==> config.mk <==
export PLATFORM = sky130hd
export DESIGN_NAME = tpu_c_drain
export DESIGN_NICKNAME = d
export VERILOG_FILES = /design/src/rtl/tpu_pkg.sv /design/src/rtl/tpu_rc_counter.sv /design/src/rtl/tpu_c_drain.sv
export SDC_FILE = /design/constraint.sdc
export NUM_CORES = 1
export LEC_CHECK = 0
export ABC_AREA = 1
export CAP_MARGIN = 15
export CORE_AREA = 2 2 217 219
export DETAILED_ROUTE_END_ITERATION = 8
export DIE_AREA = 0 0 219 221
export GPL_ROUTABILITY_DRIVEN = 0
export GPL_TIMING_DRIVEN = 1
export PLACE_DENSITY = 0.53
export REMOVE_ABC_BUFFERS = 1
export SLEW_MARGIN = 0
export SYNTH_ARGS = -nofsm -noshare
export SYNTH_HDL_FRONTEND = slang
export SYNTH_SLANG_ARGS = --single-unit
==> constraint.sdc <==
create_clock -name clk -period 3.45 [get_ports clk]
set_input_delay 0.69 -clock clk [delete_from_list [all_inputs] [get_ports clk]]
set_output_delay 0.69 -clock clk [all_outputs]
set_load 0.02 [all_outputs]
==> src/rtl/tpu_pkg.sv <==
// Shared TPU definitions: default sizes, width helpers, drain FSM states.
package tpu_pkg;
  localparam int N_DEF     = 4;
  localparam int SUM_W_DEF = 32;

  // Flat element index width, floored at 1 so a 1x1 matrix still has a port.
  function automatic int idx_w(input int n);
    return (n * n > 1) ? $clog2(n * n) : 1;
  endfunction

  // Width of one row/column counter, floored at 1.
  function automatic int cnt_w(input int n);
    return (n > 1) ? $clog2(n) : 1;
  endfunction

  typedef enum logic {IDLE, STREAM} drain_state_e;
endpackage

==> src/rtl/tpu_rc_counter.sv <==
// Two nested mod-N counters (outer/inner). Exposes the current position and
// the position after one step, so a caller can register the next element
// on the same edge that the counter advances.
module tpu_rc_counter
  import tpu_pkg::*;
#(
  parameter  int N  = N_DEF,
  localparam int CW = cnt_w(N)
) (
  input  logic          clk,
  input  logic          rst,
  input  logic          clear,
  input  logic          step,
  output logic [CW-1:0] outer,
  output logic [CW-1:0] inner,
  output logic [CW-1:0] nxt_outer,
  output logic [CW-1:0] nxt_inner,
  output logic          last,
  output logic          nxt_last
);
  localparam logic [CW-1:0] MAXV = CW'(N - 1);

  // Next position: inner wraps at N-1 and carries into outer.
  always_comb begin
    nxt_inner = (inner == MAXV) ? '0 : inner + 1'b1;
    nxt_outer = outer;
    if (inner == MAXV) nxt_outer = (outer == MAXV) ? '0 : outer + 1'b1;
    last      = (outer == MAXV) && (inner == MAXV);
    nxt_last  = (nxt_outer == MAXV) && (nxt_inner == MAXV);
  end

  // Position register; clear restarts a job at (0,0).
  always_ff @(posedge clk) begin
    if (rst || clear) begin
      outer <= '0;
      inner <= '0;
    end else if (step) begin
      outer <= nxt_outer;
      inner <= nxt_inner;
    end
  end
endmodule

==> src/rtl/tpu_c_drain.sv <==
// Streams the N*N result matrix out one element per valid/ready handshake,
// in row-major or column-major order chosen at job start.
module tpu_c_drain
  import tpu_pkg::*;
#(
  parameter  int N     = N_DEF,
  parameter  int SUM_W = SUM_W_DEF,
  localparam int IDX_W = idx_w(N),
  localparam int CW    = cnt_w(N)
) (
  input  logic                 clk,
  input  logic                 rst,
  input  logic                 start,
  input  logic                 col_major,
  input  logic [SUM_W*N*N-1:0] c_flat,
  output logic                 m_valid,
  input  logic                 m_ready,
  output logic [SUM_W-1:0]     m_data,
  output logic [IDX_W-1:0]     m_index,
  output logic                 m_last,
  output logic                 busy,
  output logic                 done
);
  drain_state_e state;
  logic         col_q;
  logic         hs, clear, step, nxt_last, cur_last;
  logic [CW-1:0]    outer, inner, nxt_outer, nxt_inner, nxt_r, nxt_c;
  logic [IDX_W-1:0] nxt_idx;
  logic [N*N-1:0][SUM_W-1:0] elems;

  // Same bits as c_flat, viewed as an element array (no snapshot is taken).
  assign elems = c_flat;

  assign hs    = m_valid & m_ready;
  assign clear = (state == IDLE) & start;
  assign step  = (state == STREAM) & hs & ~m_last;

  tpu_rc_counter #(.N(N)) u_cnt (
    .clk       (clk),
    .rst       (rst),
    .clear     (clear),
    .step      (step),
    .outer     (outer),
    .inner     (inner),
    .nxt_outer (nxt_outer),
    .nxt_inner (nxt_inner),
    .last      (cur_last),
    .nxt_last  (nxt_last)
  );

  // Map counter position to (r, c); column-major swaps the loop nesting.
  always_comb begin
    nxt_r   = col_q ? nxt_inner : nxt_outer;
    nxt_c   = col_q ? nxt_outer : nxt_inner;
    nxt_idx = IDX_W'(nxt_r) * IDX_W'(N) + IDX_W'(nxt_c);
  end

  // Drain FSM with registered stream outputs.
  always_ff @(posedge clk) begin
    if (rst) begin
      state   <= IDLE;
      col_q   <= 1'b0;
      m_valid <= 1'b0;
      m_data  <= '0;
      m_index <= '0;
      m_last  <= 1'b0;
      busy    <= 1'b0;
      done    <= 1'b0;
    end else begin
      done <= 1'b0;
      case (state)
        IDLE: begin
          if (start) begin
            col_q   <= col_major;
            m_data  <= elems[0];
            m_index <= '0;
            m_valid <= 1'b1;
            m_last  <= (N == 1);
            busy    <= 1'b1;
            state   <= STREAM;
          end
        end
        STREAM: begin
          if (hs) begin
            if (m_last) begin
              m_valid <= 1'b0;
              m_last  <= 1'b0;
              busy    <= 1'b0;
              done    <= 1'b1;
              state   <= IDLE;
            end else begin
              m_data  <= elems[nxt_idx];
              m_index <= nxt_idx;
              m_last  <= nxt_last;
            end
          end
        end
        default: state <= IDLE;
      endcase
    end
  end

  logic unused;
  assign unused = cur_last ^ ^outer ^ ^inner;
endmodule

After elaboration in Yosys (flattened, before gate mapping)

Cells that the tools add are included.
Widths: inputs -> output; s select.

Input bits: 517
Bits in registers: 45
Logic and storage cells: 63
Output and inout port bits: 40

Bitwise gates (word level): 7
Equal/unequal tests: 8
Mux-type cells: 28
$lt $le $gt $ge: 1
$add $sub $neg: 3
Reduce and logical (&&, ||, !) cells: 7

Operator list:

| operator            | count |
|---|---|
| $bmux 32 s4         | 1 |
| $mux 32             | 4 |
| $pmux 32 s2         | 1 |
| $mux 4              | 3 |
| $mux 1              | 10 |
| $mux 2              | 5 |
| $eq 2x2->1 const B  | 4 |
| $pmux 4 s2          | 1 |
| $ne 2x2->1 const B  | 3 |
| $pmux 1 s2          | 3 |
| $reduce_and 3->1    | 2 |
| $lt 4x5->1 const B  | 1 |
| $add 2x1->2 const B | 2 |
| $add 4x2->4         | 1 |
| $and 1x1->1         | 4 |
| $reduce_and 2->1    | 2 |
| $not 1->1           | 3 |
| $reduce_or 3->1     | 1 |
| $ne 2x1->1 const B  | 1 |
| $logic_and 1x1->1   | 1 |
| $logic_or 1x1->1    | 1 |

Depth between registers and ports, before layout

Gate-level depths: netlist (run 1).

Depth in word-level cells: 10
Mapped depth: 15
Depth with buffers taken out: 13

By module

From an unflattened synthesis (run 1), not the netlist that was laid out.

Cells, all modules: 1609
Area total of the unflattened synthesis: 7975.1 µm²

By module, submodules not included:

| module         | instances | area each (µm²) | cells an instance | sequential area each (µm²) |
|---|---|---|---|---|
| tpu_c_drain    | 1         | 7719.9          | 1570              | 820.8 |
| tpu_rc_counter | 1         | 255.2           | 39                | 80.1 |

Worst setup path before layout (run 1)

Ideal clock, no wire load.

Path type: flip-flop to flip-flop
Start: register u_cnt.inner[0]
End: register m_data[4]
Stages on the path, launching flop included: 13
Buffers on the path: 2
Clock period less this slack: 1.999 ns
Required time: 3.318 ns
Arrival: 1.866 ns
Setup slack: 1.451 ns
Setup time: 0.132 ns
Cell sequence: dfxtp_1 inv_1 ha_1 or2_2 a21boi_1 buf_2 buf_2 nand3_1 nand3_1 nand3_1 nand3_1 nand2_1 a21oi_1

Cells in the longest elaborated chain, start to end: 9
Elaborated cells on any way between the ends: 12
Those cells by class: 2 x add/sub; 1 x eq/ne; 9 x mux

RTL lines:

| item                                      | RTL line                                   | RTL |
|---|---|---|
| start: declaration                        | tpu_rc_counter.sv:15                       | `output logic [CW-1:0] inner,` |
| start signal: assignment                  | tpu_rc_counter.sv:39                       | `inner <= nxt_inner;` |
| $add 2x1->2 or $eq 2x2->1 (tied branches) | tpu_rc_counter.sv:25, tpu_rc_counter.sv:27 |  |
| $mux 2, on equally long branches          | tpu_rc_counter.sv:25, tpu_rc_counter.sv:27 |  |
| $mux 2, on equally long branches          | tpu_c_drain.sv:54, tpu_c_drain.sv:53       |  |
| $add 4x2->4 (*)                           | tpu_c_drain.sv:55                          | `nxt_idx = IDX_W'(nxt_r) * IDX_W'(N) + IDX_W'(nxt_c);` |
| $bmux 32 s4 (*)                           | tpu_c_drain.sv:92                          | `m_data <= elems[nxt_idx];` |
| $mux 32 (implied by the code) (*)         | tpu_c_drain.sv:92                          |  |
| $mux 32 (*)                               | tpu_c_drain.sv:85                          | `if (m_last) begin` |
| $mux 32 (*)                               | tpu_c_drain.sv:84                          | `if (hs) begin` |
| $pmux 32 s2 (*)                           | tpu_c_drain.sv:71                          | `case (state)` |
| end signal: assignment                    | tpu_c_drain.sv:75                          | `m_data <= elems[0];` |
| end signal: assignment                    | tpu_c_drain.sv:92                          |  |
| end: declaration                          | tpu_c_drain.sv:18                          | `output logic [SUM_W-1:0] m_data,` |

Mark *: on every way between the ends. The rest lies on a longest branch, timed or not. The select of a mux whose other input is x is not followed.
A chain may end at the register's enable or synchronous reset.

Worst setup path in the final report (run 1)

Start: register u_cnt.inner[0]
End: register m_data[3]

Same word-level chain as after synthesis.

==> flow_metrics.env, run 1 <==
export IMPL_rsz0062_at_grt="false"
export IMPL_yosysWarnings=0
export IMPL_die_width_um=219
export IMPL_drt_iter0_drc=754
export IMPL_netlist_area_um2=8670
export IMPL_layout_setup_ws_ps=797.4
export IMPL_ios=557
export IMPL_clkLatencyLatePin_ps=310
export IMPL_drcViolationCount=0
export IMPL_comb_power_share=0.624
export IMPL_diodes=0
export IMPL_dp_cells=2890
export IMPL_htree_levels=2
export IMPL_areaGrowthSynthToFinish_pct=72.06
export IMPL_status="completed"
export IMPL_worstPathMaxFanout=77
export IMPL_worstMarginPinSlew_ps=741.3
export IMPL_clockBufferDepth=2
export IMPL_timing_hold_ws_ps=469.7
export IMPL_synth_yosys_seq_area_share=0.1039
export IMPL_reg2regPathDepth=13
export IMPL_critical_path_class="reg2reg"
export IMPL_p_leak_nw=7.596
export IMPL_required_ps=3640
export IMPL_synth_xor_area_share=0
export IMPL_min_period_ps=2653
export IMPL_mostFrequentLayoutCells="clkdlybuf4s50_1 (555), nand3_1 (544), nand2_1 (524), inv_1 (443), a21oi_1 (74)"
export IMPL_post_cts_setup_buffers=0
export IMPL_cts_tree="yes"
export IMPL_hold_buffers=0
export IMPL_grt_max_degree=109
export IMPL_pwr_share_seq=0.190
export IMPL_core_area_um2=46060
export IMPL_nets=2811
export IMPL_fin_cells=2898
export IMPL_grt_overflow=0
export IMPL_firstDrtPassIters=5
export IMPL_dieArea_um2=48400
export IMPL_synth_cell_types=25
export IMPL_finalPower_mw=3.080
export IMPL_max_slew_margin_rel=0.5058
export IMPL_grt_first_pass_wirelength_um=73800
export IMPL_period_share=0.7689
export IMPL_cts_resized_gates=0
export IMPL_detail_route_antenna_nets=0
export IMPL_final_util=0.3238
export IMPL_routed_wl_um=48940
export IMPL_clkPwrFrac=0.186
export IMPL_dpl_hpwl_um=35720
export IMPL_synth_fa_ha_area_frac=0.005773
export IMPL_avgRoutedWirePerCell_um=16.89
export IMPL_synth_compound_area_share=0.07129
export IMPL_p_sw_mw=1.291
export IMPL_p_sw_frac=0.4190
export IMPL_antenna_found_initial=2
export IMPL_syn_inst=1830
export IMPL_crit_path_end_kind="register"
export IMPL_drv_cap=0
export IMPL_hold_viol=0
export IMPL_ir_drop_mv=0.1792
export IMPL_hold_path_cell_count=2
export IMPL_synth_top_family_by_area="simple AND/OR/NAND/NOR gates"
export IMPL_pre_cts_ws_ps=656.4
export IMPL_rows=79
export IMPL_viasPerCell=4.477
export IMPL_grt_pass1_vias=12710
export IMPL_synth_simple_gate_area_frac=0.5517
export IMPL_cts_sinks=45
export IMPL_synth_seq_cells=45
export IMPL_layout_commonest_cell="clkdlybuf4s50_1"
export IMPL_drv_slew=0
export IMPL_numPortBuffers=556
export IMPL_grtUsageTotal=0.1941
export IMPL_synthMuxAreaShare=0
export IMPL_drive_above_1_share=0.02488
export IMPL_cell_internal_pwr_mw=1.790
export IMPL_setup_viol=0
export IMPL_clock_skew_ps=15.41
export IMPL_worst_hold_path_type="reg2reg"
export IMPL_power_density_nw_per_um2=206.5
export IMPL_worstPathArrival_ps=2840
export IMPL_fmax_mhz=377.0
export IMPL_fp_dieH_um=221
export IMPL_cp_start_kind="register"
export IMPL_clk_transition_reported_paths_ps=80
export IMPL_cts_made_buffers=5
export IMPL_start_util=0.1882
export IMPL_fill_cells=5230
export IMPL_vias=12980
export IMPL_register_area_um2=902.1
export IMPL_syn_avg_cell_area_um2=4.737
export IMPL_cts_root_buf="clkbuf_16"
export IMPL_multiInputGateArea_um2=5532
[flip-flops by register name (all words and copies together), names as in the netlist]
| register | cells |
|---|---|
| u_cnt.inner | 2 |
| col_q | 1 |
| busy | 1 |
| u_cnt.outer | 2 |
| done | 1 |
| m_last | 1 |
| m_index | 4 |
| m_data | 32 |
| state | 1 |
[final cells by class]
cell class	instances	area share
Sequential cell	45	0.06048
Multi-Input combinational cell	1203	0.3708
Tap cell	607	0.05091
Inverter	449	0.1131
Clock inverter	3	0.001761
Timing Repair Buffer	586	0.3946
Clock buffer	5	0.008388
[layer usage]
layer,part of all wire,vias to the layer above,global-route usage
li1,-,6522,-
met1,0.42,5875,0.2408
met2,0.48,506,0.3433
met3,0.072,70,0.03038
met4,0.027,2,0.05536
met5,0.00033,-,0
[power by group through the flow]
| stage | logic, mW | clock network (mW) | registers (mW) |
|---|---|---|---|
| floorplan | 0.861 | 0 | 0.641 |
| global placement | 1.93 | 0 | 0.597 |
| detailed placement | 1.93 | 0 | 0.597 |
| CTS | 1.94 | 0.614 | 0.586 |
| global route | 2.12 | 0.623 | 0.591 |
| finish | 1.92 | 0.573 | 0.586 |
[cell families (layout without fill, tap and decap cells)]
logic type | count (synthesis) | count (layout)
DFF | 45 | 45
adders and majority gates | 4 | 4
AOI/OAI and AO/OA | 113 | 113
and+or+nand+nor | 1086 | 1086
buffers and inverters | 582 | 1043
[stage by stage]
stage                     instance area, um^2  TNS, ps
after floorplan                          8038   -91860
after detailed placement                14770        0
after global routing                    14920        0
after global placement                  14770        0
after CTS                               14920        0
final                                   14920        0
[final timing paths]
kind / from / endpoint / slack [ps]
worst max-delay path: u_cnt.inner[0] / m_data[3] / 800
worst min-delay path: m_data[26] / m_data[26] / 470
worst max register to register: u_cnt.inner[0] / m_data[3] / 800
worst min register to register: m_data[26] / m_data[26] / 470
[synth_stat cells (all sizes together)]
library cell / n / share of area
ha: 4 / 0.0058
or2: 2 / 0.0014
buf: 88 / 0.053
nor3: 1 / 0.00058
a21oi: 74 / 0.043
nand3: 546 / 0.32
nand2: 528 / 0.23
a21boi: 1 / 0.00087
o21ai: 20 / 0.012
clkinv: 1 / 0.00043
nor2: 9 / 0.0039
a31oi: 2 / 0.0014
clkbuf: 45 / 0.019
dfxtp: 45 / 0.10
o211ai: 16 / 0.014
inv: 448 / 0.19
[worst max-delay path, cell delays in order (launching register included)]
cell and delay, ps:
dfxtp_1 400, ha_1 260, inv_1 60, nand2_1 140
nand3_4 130, nand2_8 400, buf_12 330, nand2_1 130
nand3_1 100, nand3_1 80, nand3_1 110, nand3_1 90
nand2_1 80, a21oi_1 60
No activity file was read; power rests on OpenSTA's default activity.
==> run 2, diff against run 1 <==
CORE_AREA = 2 2 219 221   (was 2 2 217 219)
DIE_AREA = 0 0 221 223   (was 0 0 219 221)
clock period = 2.45 ns   (was 3.45 ns; I/O delays follow)
==> run 2 against run 1 <==
  * Cell count rose by 2.0%
  * Die area rose by 1.8%
  * Routed wire length rose by 7.8%
  * Worst hold slack got worse by 3.2 ps
  * Register-to-register slack got worse by 660 ps
  * Non-clock buffer count rose by 45
  * Critical path depth did not move
  * Sequential share of layout area fell by 0.22 points
  * Via count rose by 3.7%
  * Maximum frequency rose by 15%
  * Clock-buffer cell count did not move
==> flow_metrics.env, run 2 (synthesized netlist as in run 1, its figures left out) <==
export IMPL_wl_met1_um=23270
export IMPL_p_sw_frac=0.4074
export IMPL_min_period_ps=2310
export IMPL_vias=13460
export IMPL_r2r_start="u_cnt.outer[0]"
export IMPL_fmax_mhz=432.9
export IMPL_detail_route_antenna_nets=0
export IMPL_status="completed"
export IMPL_holdCritStartpoint="m_data[25]"
export IMPL_fin_area_um2=15530
export IMPL_final_util=0.3294
export IMPL_top_regs="m_data: 32 flops, m_index: 4 flops"
export IMPL_cell_internal_pwr_mw=2.723
export IMPL_numPortBuffers=556
export IMPL_crit_start="u_cnt.outer[0]"
export IMPL_reg2regPathDepth=13
export IMPL_firstDrtPassIters=7
export IMPL_hold_viol=0
export IMPL_setup_viol=0
export IMPL_critical_path_class="reg2reg"
export IMPL_core_area_um2=47150
export IMPL_period_share=0.9429
export IMPL_htree_levels=2
export IMPL_layout_commonest_cell="clkdlybuf4s50_1"
export IMPL_largest_register="m_data"
export IMPL_drive_above_1_share=0.04662
export IMPL_antenna_found_initial=4
export IMPL_pre_cts_ws_ps=69.15
export IMPL_max_slew_margin_rel=0.6174
export IMPL_r2r_end="m_data[26]"
export IMPL_clkLatencyLatePin_ps=310
export IMPL_rows=80
export IMPL_layout_setup_ws_ps=140.0
export IMPL_crit_path_end_kind="register"
export IMPL_worstPathArrival_ps=2550
export IMPL_avgRoutedWirePerCell_um=17.85
export IMPL_grt_pass1_vias=12980
export IMPL_clock_skew_ps=5.271
export IMPL_fp_dieH_um=223
export IMPL_nets=2858
export IMPL_min_to="m_data[25]"
export IMPL_clkPwrFrac=0.190
export IMPL_mostFrequentLayoutCells="clkdlybuf4s50_1 (555), nand3_1 (543), nand2_1 (524), inv_1 (443), a21oi_1 (74)"
export IMPL_p_sw_mw=1.872
export IMPL_clockBufferDepth=2
export IMPL_cts_tree="yes"
export IMPL_dr_wl_met2_um=25180
export IMPL_ios=557
export IMPL_grt_first_pass_wirelength_um=76870
export IMPL_p_leak_nw=7.908
export IMPL_wl_met3_um=3385
export IMPL_grt_max_degree=58
export IMPL_cts_root_buf="clkbuf_16"
export IMPL_placed_cell_area_um2=15200
export IMPL_finalPower_mw=4.595
export IMPL_worstPathMaxFanout=28
export IMPL_drv_slew=0
export IMPL_cp_start_kind="register"
export IMPL_drt_iter0_drc=959
export IMPL_largest_reg_flops=32
export IMPL_dieArea_um2=49280
export IMPL_required_ps=2690
export IMPL_cts_made_buffers=5
export IMPL_grt_overflow=0
export IMPL_start_util=0.1839
export IMPL_areaGrowthSynthToFinish_pct=79.13
export IMPL_reg2reg_slack_ps=140
export IMPL_worstMarginPinSlew_ps=573.8
export IMPL_routed_wl_um=52770
export IMPL_worst_hold_path_type="reg2reg"
export IMPL_hold_buffers=0
export IMPL_hold_path_cell_count=2
export IMPL_clk_transition_reported_paths_ps=80
export IMPL_top_layer_used="met5"
export IMPL_cts_sinks=45
export IMPL_drv_cap=0
export IMPL_drcViolationCount=0
export IMPL_die_width_um=221
export IMPL_viasPerCell=4.552
export IMPL_dpl_hpwl_um=39570
export IMPL_pwr_share_seq=0.180
export IMPL_ir_drop_mv=0.2127
export IMPL_power_density_nw_per_um2=295.9
export IMPL_comb_power_share=0.630
export IMPL_grtUsageTotal=0.1980
==> run 2: what timing repair did <==
item                                    4_1_cts  5_1_grt
buffers inserted                              0        5
resized for setup                             0        9
endpoints found under the setup margin        0       14
==> run 2: stage by stage <==
step	TNS (ps)	instances	hold WS (ps)
after floorplan	-126350	1697	529.0
after global placement	0	2936	453.8
after detailed placement	0	2936	456.1
after CTS	0	2944	468.6
after global routing	-7.856	2955	484.5
final	0	2957	466.4
==> run 2: area by class of cell <==
cell class | count | area (um^2)
Antenna cell | 4 | 10.01
Clock buffer | 5 | 125.1
Clock inverter | 3 | 46.29
Fill cell | 5322 | 31620
Inverter | 449 | 1687
Multi-Input combinational cell | 1205 | 5572
Sequential cell | 45 | 904.6
Tap cell | 615 | 769.5
Timing Repair Buffer | 631 | 6416
==> run 2: worst max-delay path by stage <==
stage / end / cells after the start
detailed placement: m_data[2] / 14
global route: m_data[2] / 13
global placement: m_data[2] / 14
floorplan: m_data[11] / 10
CTS: m_data[2] / 14
finish: m_data[26] / 13
==> run 2: critical path: stages, from the launching register on <==
cell       delay [ps]
dfxtp_1           430
ha_1              270
nand2_1            70
o21ai_1           100
buf_4             170
a21boi_4          240
buf_4             190
clkbuf_16         220
nand3_1            90
nand3_1           110
nand3_1            80
nand3_1            90
nand2_1            60
a21oi_1           120
==> run 2: power by group through the flow <==
stage / Sequential, mW / Combinational [mW] / Clock [mW]
after global placement: 0.841 / 2.85 / 0
after floorplan: 0.903 / 1.21 / 0
after detailed placement: 0.842 / 2.85 / 0
after CTS: 0.827 / 2.86 / 0.919
after global routing: 0.834 / 3.16 / 0.934
final: 0.828 / 2.90 / 0.872
==> run 2: routing by layer <==
metal / GRT usage / vias up
met5: 0 / -
met4: 0.03659 / 2
met3: 0.03016 / 61
met2: 0.3431 / 577
met1: 0.2609 / 6183
li1: - / 6637
==> run 3, diff against run 2 <==
CAP_MARGIN = unset   (was 15)
GPL_TIMING_DRIVEN = 0   (was 1)
PLACE_DENSITY = unset   (was 0.53)
==> run 3 against run 2 <==
  * Non-clock buffer count rose by 11
  * Highest routed layer unchanged
  * Critical endpoint is now m_data[27]
  * Combinational power rose by 11%
  * Worst hold slack improved by 2.9 ps
  * Register-to-register slack got worse by 110 ps
  * Cell count rose by 0.81%
  * Routed wire length rose by 20%
  * Maximum frequency fell by 4.5%
  * Sequential power barely moved
  * First-iteration DRC count rose by 51%
  * Cell area rose by 5.9%
  * Die area did not move
==> flow_metrics.env, run 3 (synthesized netlist as in run 1, its figures left out) <==
export IMPL_fp_dieH_um=223
export IMPL_top_regs="m_data: 32 flops, m_index: 4 flops"
export IMPL_crit_path_end_kind="register"
export IMPL_crit_top_cell="nand3_1"
export IMPL_routed_wl_um=63120
export IMPL_max_slew_margin_rel=0.3888
export IMPL_cts_root_buf="clkbuf_16"
export IMPL_register_area_um2=917.1
export IMPL_cp_start_kind="register"
export IMPL_vias=14170
export IMPL_drv_cap=0
export IMPL_worstMarginPinSlew_ps=916.9
export IMPL_nets=2886
export IMPL_start_util=0.1839
export IMPL_fill_cells=5184
export IMPL_detail_route_antenna_nets=0
export IMPL_r2r_start="u_cnt.inner[0]"
export IMPL_multiInputGateArea_um2=5971
export IMPL_largest_reg_flops=32
export IMPL_cp_cell_sequence="inv_1, ha_1, or2_4, a21boi_4, clkbuf_16, buf_12, clkbuf_16, nand3_1, nand3_1, nand3_1, nand3_1, nand2_1, a21oi_1"
export IMPL_diodes=0
export IMPL_p_leak_nw=8.225
export IMPL_grt_max_degree=64
export IMPL_crit_start="u_cnt.inner[0]"
export IMPL_grt_first_pass_wirelength_um=84080
export IMPL_dr_wl_met2_um=29960
export IMPL_critical_path_class="reg2reg"
export IMPL_hold_path_cell_count=2
export IMPL_clkLatencyLatePin_ps=340
export IMPL_rows=80
export IMPL_cts_tree="yes"
export IMPL_top_layer_used="met5"
export IMPL_grtUsageTotal=0.2256
export IMPL_setup_viol=0
export IMPL_avgRoutedWirePerCell_um=21.17
export IMPL_ir_drop_mv=0.2621
export IMPL_numPortBuffers=556
export IMPL_status="completed"
export IMPL_core_area_um2=47150
export IMPL_layout_commonest_cell="clkdlybuf4s50_1"
export IMPL_reg2regPathDepth=13
export IMPL_layout_setup_ws_ps=32.23
export IMPL_wl_met1_um=25260
export IMPL_slowest_delay_ps=400
export IMPL_htree_levels=2
export IMPL_required_ps=2710
export IMPL_firstDrtPassIters=5
export IMPL_dieArea_um2=49280
export IMPL_cts_sinks=45
export IMPL_clock_skew_ps=12.08
export IMPL_drive_above_1_share=0.06509
export IMPL_grt_overflow=0
export IMPL_viasPerCell=4.752
export IMPL_dpl_hpwl_um=35660
export IMPL_worst_hold_path_type="reg2reg"
export IMPL_wl_met3_um=5901
export IMPL_pre_cts_ws_ps=-1494
export IMPL_final_util=0.3488
export IMPL_drt_iter0_drc=1451
export IMPL_rsz0062_at_grt="true"
export IMPL_cts_made_buffers=5
export IMPL_min_period_ps=2418
export IMPL_areaGrowthSynthToFinish_pct=89.70
export IMPL_clk_transition_reported_paths_ps=90
export IMPL_drv_slew=0
export IMPL_worstPathArrival_ps=2680
export IMPL_worstPathMaxFanout=15
export IMPL_grt_pass1_vias=13300
export IMPL_antenna_found_initial=2
export IMPL_holdCritStartpoint="m_data[15]"
export IMPL_mostFrequentLayoutCells="clkdlybuf4s50_1 (555), nand3_1 (540), nand2_1 (519), inv_1 (442), a21oi_1 (73)"
export IMPL_die_width_um=221
export IMPL_period_share=0.9868
export IMPL_ios=557
export IMPL_drcViolationCount=0
export IMPL_clockBufferDepth=2
export IMPL_power_density_nw_per_um2=298.8
export IMPL_largest_register="m_data"
export IMPL_worst_path_max_delay_cell="dfxtp_4"
export IMPL_fmax_mhz=413.6
export IMPL_hold_viol=0
-- run 3: final cells by class --
| class | instances | share of cell area |
|---|---|---|
| clock inverters | 3 | 0.001598 |
| repair inverters | 1 | 0.0009890 |
| repair buffers | 642 | 0.4187 |
| flip-flops and latches | 45 | 0.05577 |
| well taps | 615 | 0.04679 |
| multi-input cells | 1221 | 0.3631 |
| inverters | 449 | 0.1055 |
| clock buffers | 5 | 0.007608 |
-- run 3: path summary, 6_finish.rpt --
path,slack (ps),endpoint
worst max-delay path,30,m_data[27]
worst min-delay path,470,m_data[15]
worst max register to register,30,m_data[27]
worst min register to register,470,m_data[15]
-- run 3: report_power, final --
part / switching [mW] / internal, mW / leakage, nW
Sequential: 0.0451 / 0.784 / 0.373
Combinational: 1.69 / 1.54 / 7.78
Clock: 0.460 / 0.395 / 0.0752
Total: 2.20 / 2.72 / 8.22
-- run 3: critical path: cells and delay by family (launching register included) --
| kind | cells | cell delay, ps |
|---|---|---|
| AND/OR/NAND/NOR | 6 | 590 |
| buffers and inverters | 4 | 580 |
| AO/OA/AOI/OAI | 2 | 440 |
| flip-flops | 1 | 400 |
| adder cells (fa/ha/maj) | 1 | 320 |
-- run 3: metrics by stage --
stage	total power, mW	setup TNS (ps)	std cells	area [um^2]	hold slack, ps
after global placement	3.574	-389840	2868	14370	449.6
after CTS	4.740	-43.82	2935	15730	470.2
final	4.915	0	2981	16450	469.3
after global routing	5.233	-76.23	2981	16450	480.9
after detailed placement	3.545	-49160	2884	14830	455.0
after floorplan	2.115	-126350	1697	8038	529.0
-- run 3: metal layers --
| layer | track usage | vias up |
|---|---|---|
| li1 | - | 6720 |
| met1 | 0.2831 | 6449 |
| met2 | 0.3892 | 886 |
| met3 | 0.04241 | 110 |
| met4 | 0.07036 | 2 |
| met5 | 0 | - |
-- run 3: timing repair --
item | in CTS | in global routing
setup buffers | 25 | 31
pin swaps | 12 | 16
setup endpoints to repair | 40 | 32
cloned | 18 | 17
gates resized for setup | 53 | 36
hold buffers | 0 | 0
